**src/rtl/tpm_mm_pkg.sv**
```systemverilog
// rtl/tpm_mm_pkg.sv - shared management-module encodings
// Purpose : op-state, command-code and response-code constants shared by
//           every block that talks to the TPM management module.
// Ports   : none (package)
package tpm_mm_pkg;

    // Operational states reported by management_module
    localparam logic [2:0] OP_POWER_OFF      = 3'b000;
    localparam logic [2:0] OP_INITIALIZATION = 3'b001;
    localparam logic [2:0] OP_STARTUP        = 3'b010;
    localparam logic [2:0] OP_OPERATIONAL    = 3'b011;
    localparam logic [2:0] OP_SELF_TEST      = 3'b100;
    localparam logic [2:0] OP_FAILURE_MODE   = 3'b101;
    localparam logic [2:0] OP_SHUTDOWN       = 3'b110;

    // TPM command codes
    localparam logic [31:0] CC_STARTUP             = 32'h0000_0144;
    localparam logic [31:0] CC_SHUTDOWN            = 32'h0000_0145;
    localparam logic [31:0] CC_SELFTEST            = 32'h0000_0143;
    localparam logic [31:0] CC_INCREMENTALSELFTEST = 32'h0000_0142;
    localparam logic [31:0] CC_HIERARCHYCONTROL    = 32'h0000_0121;

    // TPM response codes
    localparam logic [31:0] RC_SUCCESS    = 32'h0000_0000;
    localparam logic [31:0] RC_INITIALIZE = 32'h0000_0100;
    localparam logic [31:0] RC_FAILURE    = 32'h0000_0101;

endpackage

```
**src/rtl/mm_cmd_driver.sv**
```systemverilog
// rtl/mm_cmd_driver.sv - host-to-management-module command strobe driver
// Purpose : accepts one host command at a time, strobes it into the
//           management module with keyStart_n, waits for the outputs to
//           settle, captures the response and hands it back to the host.
// Ports   : clock, reset_n          - clock, async active-low reset
//           req_valid/req_ready     - host command handshake
//           req_cc, req_param       - host command code / parameters
//           tpm_cc, cmd_param       - latched command to management module
//           keyStart_n              - active-low command strobe
//           op_state, tpm_rc        - management module outputs
//           rsp_valid/rsp_ready     - host response handshake
//           rsp_rc, rsp_op_state    - captured response
//           rsp_failure             - captured failure indication
module mm_cmd_driver
    import tpm_mm_pkg::*;
#(
    parameter int STROBE_CYCLES = 2,
    parameter int SETTLE_CYCLES = 4,
    parameter int GAP_CYCLES    = 2
) (
    input  logic        clock,
    input  logic        reset_n,
    input  logic        req_valid,
    output logic        req_ready,
    input  logic [31:0] req_cc,
    input  logic [32:0] req_param,
    output logic [31:0] tpm_cc,
    output logic [32:0] cmd_param,
    output logic        keyStart_n,
    input  logic [2:0]  op_state,
    input  logic [31:0] tpm_rc,
    output logic        rsp_valid,
    input  logic        rsp_ready,
    output logic [31:0] rsp_rc,
    output logic [2:0]  rsp_op_state,
    output logic        rsp_failure
);

    typedef enum logic [2:0] {
        IDLE,
        SETUP,
        STROBE,
        SETTLE,
        RESP,
        GAP
    } state_t;

    // The counter holds "cycles remaining minus one", so a phase ends on 0.
    localparam logic [3:0] STROBE_LOAD = 4'(STROBE_CYCLES - 1);
    localparam logic [3:0] SETTLE_LOAD = 4'(SETTLE_CYCLES - 1);
    localparam logic [3:0] GAP_LOAD    = 4'(GAP_CYCLES - 1);

    state_t     state;
    state_t     stateNext;
    logic [3:0] cnt;
    logic [3:0] cntNext;
    logic       readyEn;
    logic       accept;
    logic       capture;

    // readyEn keeps req_ready low while in reset and rises on the first
    // clock edge afterwards.
    always_ff @(posedge clock or negedge reset_n) begin
        if (!reset_n) begin
            state   <= IDLE;
            cnt     <= 4'd0;
            readyEn <= 1'b0;
        end else begin
            state   <= stateNext;
            cnt     <= cntNext;
            readyEn <= 1'b1;
        end
    end

    always_comb begin
        stateNext  = state;
        cntNext    = cnt;
        accept     = 1'b0;
        capture    = 1'b0;
        req_ready  = 1'b0;
        keyStart_n = 1'b1;
        rsp_valid  = 1'b0;
        case (state)
            IDLE: begin
                req_ready = readyEn;
                if (req_valid && readyEn) begin
                    accept    = 1'b1;
                    stateNext = SETUP;
                    cntNext   = 4'd0;
                end
            end
            SETUP: begin
                stateNext = STROBE;
                cntNext   = STROBE_LOAD;
            end
            STROBE: begin
                keyStart_n = 1'b0;
                if (cnt == 4'd0) begin
                    stateNext = SETTLE;
                    cntNext   = SETTLE_LOAD;
                end else begin
                    cntNext = cnt - 4'd1;
                end
            end
            SETTLE: begin
                if (cnt == 4'd0) begin
                    capture   = 1'b1;
                    stateNext = RESP;
                    cntNext   = 4'd0;
                end else begin
                    cntNext = cnt - 4'd1;
                end
            end
            RESP: begin
                rsp_valid = 1'b1;
                if (rsp_ready) begin
                    stateNext = GAP;
                    cntNext   = GAP_LOAD;
                end
            end
            GAP: begin
                if (cnt == 4'd0) begin
                    stateNext = IDLE;
                end else begin
                    cntNext = cnt - 4'd1;
                end
            end
            default: begin
                stateNext = IDLE;
                cntNext   = 4'd0;
            end
        endcase
    end

    // Command is latched only on accept, so it stays put until the next one.
    always_ff @(posedge clock or negedge reset_n) begin
        if (!reset_n) begin
            tpm_cc    <= 32'd0;
            cmd_param <= 33'd0;
        end else if (accept) begin
            tpm_cc    <= req_cc;
            cmd_param <= req_param;
        end
    end

    always_ff @(posedge clock or negedge reset_n) begin
        if (!reset_n) begin
            rsp_rc       <= 32'd0;
            rsp_op_state <= 3'd0;
            rsp_failure  <= 1'b0;
        end else if (capture) begin
            rsp_rc       <= tpm_rc;
            rsp_op_state <= op_state;
            rsp_failure  <= (op_state == OP_FAILURE_MODE) || (tpm_rc == RC_FAILURE);
        end
    end

endmodule
```
**config.mk**
```make
export PLATFORM = sky130hd
export DESIGN_NAME = mm_cmd_driver
export DESIGN_NICKNAME = d
export VERILOG_FILES = /design/src/rtl/tpm_mm_pkg.sv /design/src/rtl/mm_cmd_driver.sv
export SDC_FILE = /design/constraint.sdc
export NUM_CORES = 1
export LEC_CHECK = 0
export CAP_MARGIN = 20
export CORE_ASPECT_RATIO = 1.25
export CORE_MARGIN = 3
export CORE_UTILIZATION = 38
export DETAILED_ROUTE_END_ITERATION = 10
export GPL_TIMING_DRIVEN = 0
export PLACE_DENSITY = 0.77
export SLEW_MARGIN = 20
export SYNTH_ARGS = -nofsm -noshare
export SYNTH_HDL_FRONTEND = slang
export SYNTH_SLANG_ARGS = --single-unit
export TNS_END_PERCENT = 100
```
**constraint.sdc**
```tcl
create_clock -name clock -period 1.8 [get_ports clock]
set_input_delay 0.27 -clock clock [delete_from_list [all_inputs] [get_ports clock]]
set_output_delay 0.27 -clock clock [all_outputs]
set_load 0.02 [all_outputs]
```
==> Yosys cells after proc, flatten, opt, wreduce, memory -nomap -nowiden <==
Cells that the tools add are included.
{ "classes": {"n_addsub": 1, "n_eq_ne": 13, "muxes": 19, "reduce_logical": 6} }
{ "ops": {"columns": ["cell", "count"], "rows": [
  ["$eq 32x9->1 const B", 1],
  ["$pmux 4 s6", 1],
  ["$mux 4", 5],
  ["$pmux 3 s6", 1],
  ["$mux 3", 5],
  ["$ne 2x2->1 const B", 6],
  ["$eq 3x3->1 const B", 3],
  ["$mux 1", 7],
  ["$eq 3x2->1 const B", 2],
  ["$reduce_and 5->1", 1],
  ["$logic_not 4->1", 1],
  ["$sub 4x1->4 const B", 1],
  ["$eq 3x1->1 const B", 1],
  ["$logic_not 3->1", 1],
  ["$reduce_and 3->1", 1],
  ["$logic_and 1x1->1", 1],
  ["$logic_or 1x1->1", 1]
]} }
{ "word_totals": {"reg_bits": 109, "in_bits": 104, "out_inout_bits": 104, "word_cells": 47} }

==> Logic depth before layout (Yosys ltp) <==
{ "depth": {"depth_word": 3, "mapped_depth": 7, "mapped_depth_nobuf": 6} }

==> Least setup slack after synthesis <==
Ideal clock, no wire load.
{ "synth_timing": {"kind": "flip-flop to flip-flop", "startpoint": "register state[1]", "endpoint": "register cmd_param[0]", "setup_ns": 0.125, "arrival_ns": 1.654, "required_time_ns": 1.675, "slack_ns": 0.021, "path_stages_with_launch": 7, "n_path_buf": 3, "period_less_slack_ns": 1.779, "cell_sequence": "dfrtp_1 -> buf_6 -> nor4b_4 -> nand2_1 -> buf_6 -> buf_6 -> mux2_4"} }
{ "synth_between": {"elab_chain_len": 2} }
{ "synth_lines": {"columns": ["element", "line_no", "rtl"], "rows": [
  ["from (decl)", "mm_cmd_driver.sv:53", "state_t state;"],
  ["from (signal assigned)", "mm_cmd_driver.sv:69", "state <= stateNext;"],
  ["$logic_not 3->1", "mm_cmd_driver.sv:83", "case (state)"],
  ["$mux 1", "mm_cmd_driver.sv:83", null],
  ["to (signal assigned)", "mm_cmd_driver.sv:142", "cmd_param <= req_param;"],
  ["to (decl)", "mm_cmd_driver.sv:28", "output logic [32:0] cmd_param,"]
]} }
No other way between the ends.
A chain may end at the register's enable or synchronous reset.

==> Final worst setup path <==
{ "layout_timing": {"startpoint": "register cnt[0]", "endpoint": "register rsp_rc[26]"} }
{ "layout_between": {"elab_chain_len": 3} }
{ "layout_lines": {"columns": ["element", "line_no", "rtl"], "rows": [
  ["from (decl)", "mm_cmd_driver.sv:55", "logic [3:0] cnt;"],
  ["from (signal assigned)", "mm_cmd_driver.sv:70", "cnt <= cntNext;"],
  ["$logic_not 4->1", "mm_cmd_driver.sv:106", "if (cnt == 4'd0) begin"],
  ["$mux 1", "mm_cmd_driver.sv:106", null],
  ["$mux 1", "mm_cmd_driver.sv:83", null],
  ["to (signal assigned)", "mm_cmd_driver.sv:152", "rsp_rc <= tpm_rc;"],
  ["to (decl)", "mm_cmd_driver.sv:34", "output logic [31:0] rsp_rc,"]
]} }
No other way between the ends.

==> qor.yml <==
status: "finished, final reports clean"
grt_pass1_vias: 3495
syn_area_um2: 4540
core.rowCount: 44
comb_power_share_pct: 52.9
synth_nets: 387
finalSetupViolations: 0
max_freq_mhz: 575
critPathMaxFanout: 11
root_buffer: "clkbuf_16"
drt_iter0_drc: 57
power.density_nw_per_um2: 1820
synth_commonest_cells: "dfrtp_1, mux2_2, mux2_4"
finalHoldViolCount: 0
synthFlopType: "dfrtp_1"
synth_cells: 281
p_sw_uw: 4580
grt_max_degree: 62
grt_antenna_before_repair: 0
cts.clk_slew.worst_paths_ns: 0.07
drive_gt1_share_pct: 29.2
cap_viol_max_count: 0
synth.distinct_cells: 38
num_antenna_cells: 0
core_area_um2: 11700
p_int_uw: 8530
crit_type: "flip-flop to flip-flop"
placed_area_um2: 6850
io_pins: 208
synth_top_area_share_pct: 60.0
timing.critical_path.buf_inv: 2
area_growth_pct: 58.4
cts_made_buffers: 9
insertion_delay_ns: 0.34
wl_per_cell_um: 17.3
fill_cells: 950
ff2ff_setup_slack_ns: 0.06
clk_path_buf_depth: 2
dp_hpwl_um: 8690
synth_edf_count: 0
period_needed_ns: 1.74
skew_ns: 0.00478
switching_share_pct: 34.9
synth-seq-cells: 109
critPathLaunchType: "flip-flop"
ant_nets: 0
required_ns: 2.03
synthArstFlopShare_pct: 100
slew_viol_final: 0
die_w_um: 104
design_area_um2: 7200
worst_setup_path_end_kind: "flip-flop"
r2r_start: "cnt[0]$_DFFE_PN0P_"
start_util_pct: 38.9
dr.pass1.iters: 4
syn_area_per_cell_um2: 16.2
die-area_um2: 13300
cts_tree: "built"
reg2reg_to: "rsp_rc[26]$_DFFE_PN0P_"
max_stage_delay_ns: 0.40
overflow: 0
synth.most_common_cell: "dfrtp_1"
htree_levels: 3
yosysWarnings: 0
ff2ff_path_depth: 7
power_frac_clock_pct: 14.2
clock-sinks: 109
grtUsageTotal_pct: 17.2
finalWirelength_um: 11600
grt_pass1_wl_um: 18000
finalNetCount: 611
ys_seq_area_share_pct: 60.0
post-route-util_pct: 61.7
synth_area_leaders: "dfrtp_1, mux2_2, mux2_4"
p_leak_uw: 0.00316
port_buffers: 207
cp_slowest_cell: "dfrtp_1"
path_cells: "inv_2, ha_2, nor3b_4, and2_4, nand2_8, buf_6, mux2_2"
vias_per_cell: 4.77
peakVddDrop_v: 0.00113
yosysTopAreaCell: "dfrtp_1"
drc: 0
final.setup.tns_ns: 0
dieHeight_um: 128
gp_congestion: 0.766
path_delay_family: "simple AND/OR/NAND/NOR gates"
hp-class: "primary input to asynchronous set/reset pin"
cp_data_arrival_time_ns: 1.97
period_share_pct: 96.6
vias: 3204
p_seq_share_pct: 32.9
-- power by group through the flow --
| stage | Clock, µW | Sequential (µW) | Combinational (µW) |
|---|---|---|---|
| floorplan | 0 | 5710 | 2290 |
| detailed placement | 0 | 4360 | 6800 |
| CTS | 1930 | 4320 | 6920 |
| finish | 1860 | 4320 | 6930 |
| global route | 2030 | 4470 | 7290 |
| global placement | 0 | 4290 | 6700 |
-- final cells by class --
cell class	count	area (µm²)	share of cell area, %
flip-flops and latches	109	2730	37.9
repair buffers	213	2140	29.8
multi-input cells	156	1710	23.7
clock buffers	12	256	3.56
well taps	161	201	2.80
plain buffers	13	128	1.77
clock inverters	4	22.5	0.313
inverters	3	11.3	0.156
-- worst max path at each step --
stage	startpoint	end	slack, ns	cells past startpoint
2_1_floorplan	state[1]$_DFFE_PN0P_	cmd_param[0]$_DFFE_PN0P_	0.02	6
3_3_place_gp	reset_n	cmd_param[16]$_DFFE_PN0P_	-3.63	1
3_5_place_dp	cnt[0]$_DFFE_PN0P_	rsp_rc[7]$_DFFE_PN0P_	-0.16	7
4_1_cts	cnt[1]$_DFFE_PN0P_	cnt[2]$_DFFE_PN0P_	-0.06	6
5_1_grt	state[2]$_DFFE_PN0P_	cnt[2]$_DFFE_PN0P_	-0.01	5
6_report	cnt[0]$_DFFE_PN0P_	rsp_rc[26]$_DFFE_PN0P_	0.06	7
-- metrics by stage --
step / hold WS [ns] / total power (µW) / worst slack (ns) / std cells
after CTS: 0.437 / 13200 / -0.0635 / 669
after global routing: 0.462 / 13800 / -0.0142 / 671
after detailed placement: 0.244 / 11200 / -0.164 / 650
after floorplan: -0.0256 / 8000 / 0.0213 / 281
after global placement: 0.486 / 11000 / -3.63 / 649
final: 0.429 / 13100 / 0.0607 / 671
-- kinds of logic after synthesis --
kind of cell               count (synthesis)  synth area share [%]
AOI/OAI and AO/OA                         21                  3.06
adders and majority gates                  2                 0.551
buffers and inverters                     16                  2.89
DFF                                      109                  60.0
muxes                                    102                  28.6
other                                      1                0.0825
and+or+nand+nor                           30                  4.85
-- placed cells by master (no fill, tap or decap), types with 3 or more instances in the layout --
| cell type | synthesis | routed |
|---|---|---|
| nor4_1 | 6 | 6 |
| clkbuf_16 | 0 | 10 |
| nand2_1 | 4 | 3 |
| clkdlybuf4s50_1 | 0 | 203 |
| buf_4 | 0 | 3 |
| mux2_2 | 61 | 61 |
| clkinv_2 | 0 | 3 |
| dfrtp_1 | 109 | 109 |
| nor2_1 | 3 | 3 |
| o21ai_0 | 6 | 6 |
| buf_2 | 3 | 4 |
| mux2_4 | 40 | 40 |
| buf_6 | 9 | 9 |
| a21oi_1 | 4 | 3 |
-- registers in the layout, summed over array words and instances, names as in the netlist --
name	count
state	3
rsp_op_state	3
cnt	4
rsp_rc	32
tpm_cc	32
rsp_failure	1
cmd_param	33
readyEn	1
-- worst reg2reg max path, cell delays in order (launching register included) --
cell and delay, ns:
dfrtp_1 0.40, inv_2 0.06, ha_2 0.18, nor3b_4 0.20, and2_4 0.22, nand2_8 0.11
buf_6 0.18, mux2_2 0.28
-- timing repair --
action / CTS / global route
gates resized for setup: 12 / 10
setup endpoints to repair: 42 / 13
hold endpoints to repair: 48 / 0
gates cloned: 0 / 1
hold buffers: 1 / 0
pin swaps: 0 / 2
setup buffers: 2 / 1
-- layer usage --
layer | part of all wire (%) | vias up | track usage (%) | wire length, µm
li1 | - | 1457 | - | -
met1 | 37 | 1608 | 18.9 | 4270
met2 | 53 | 122 | 29.9 | 6130
met3 | 7.7 | 17 | 5.84 | 893
met4 | 2.7 | 0 | 8.14 | 308
met5 | 0 | - | 0 | 0
No activity file was read; power rests on OpenSTA's default activity.
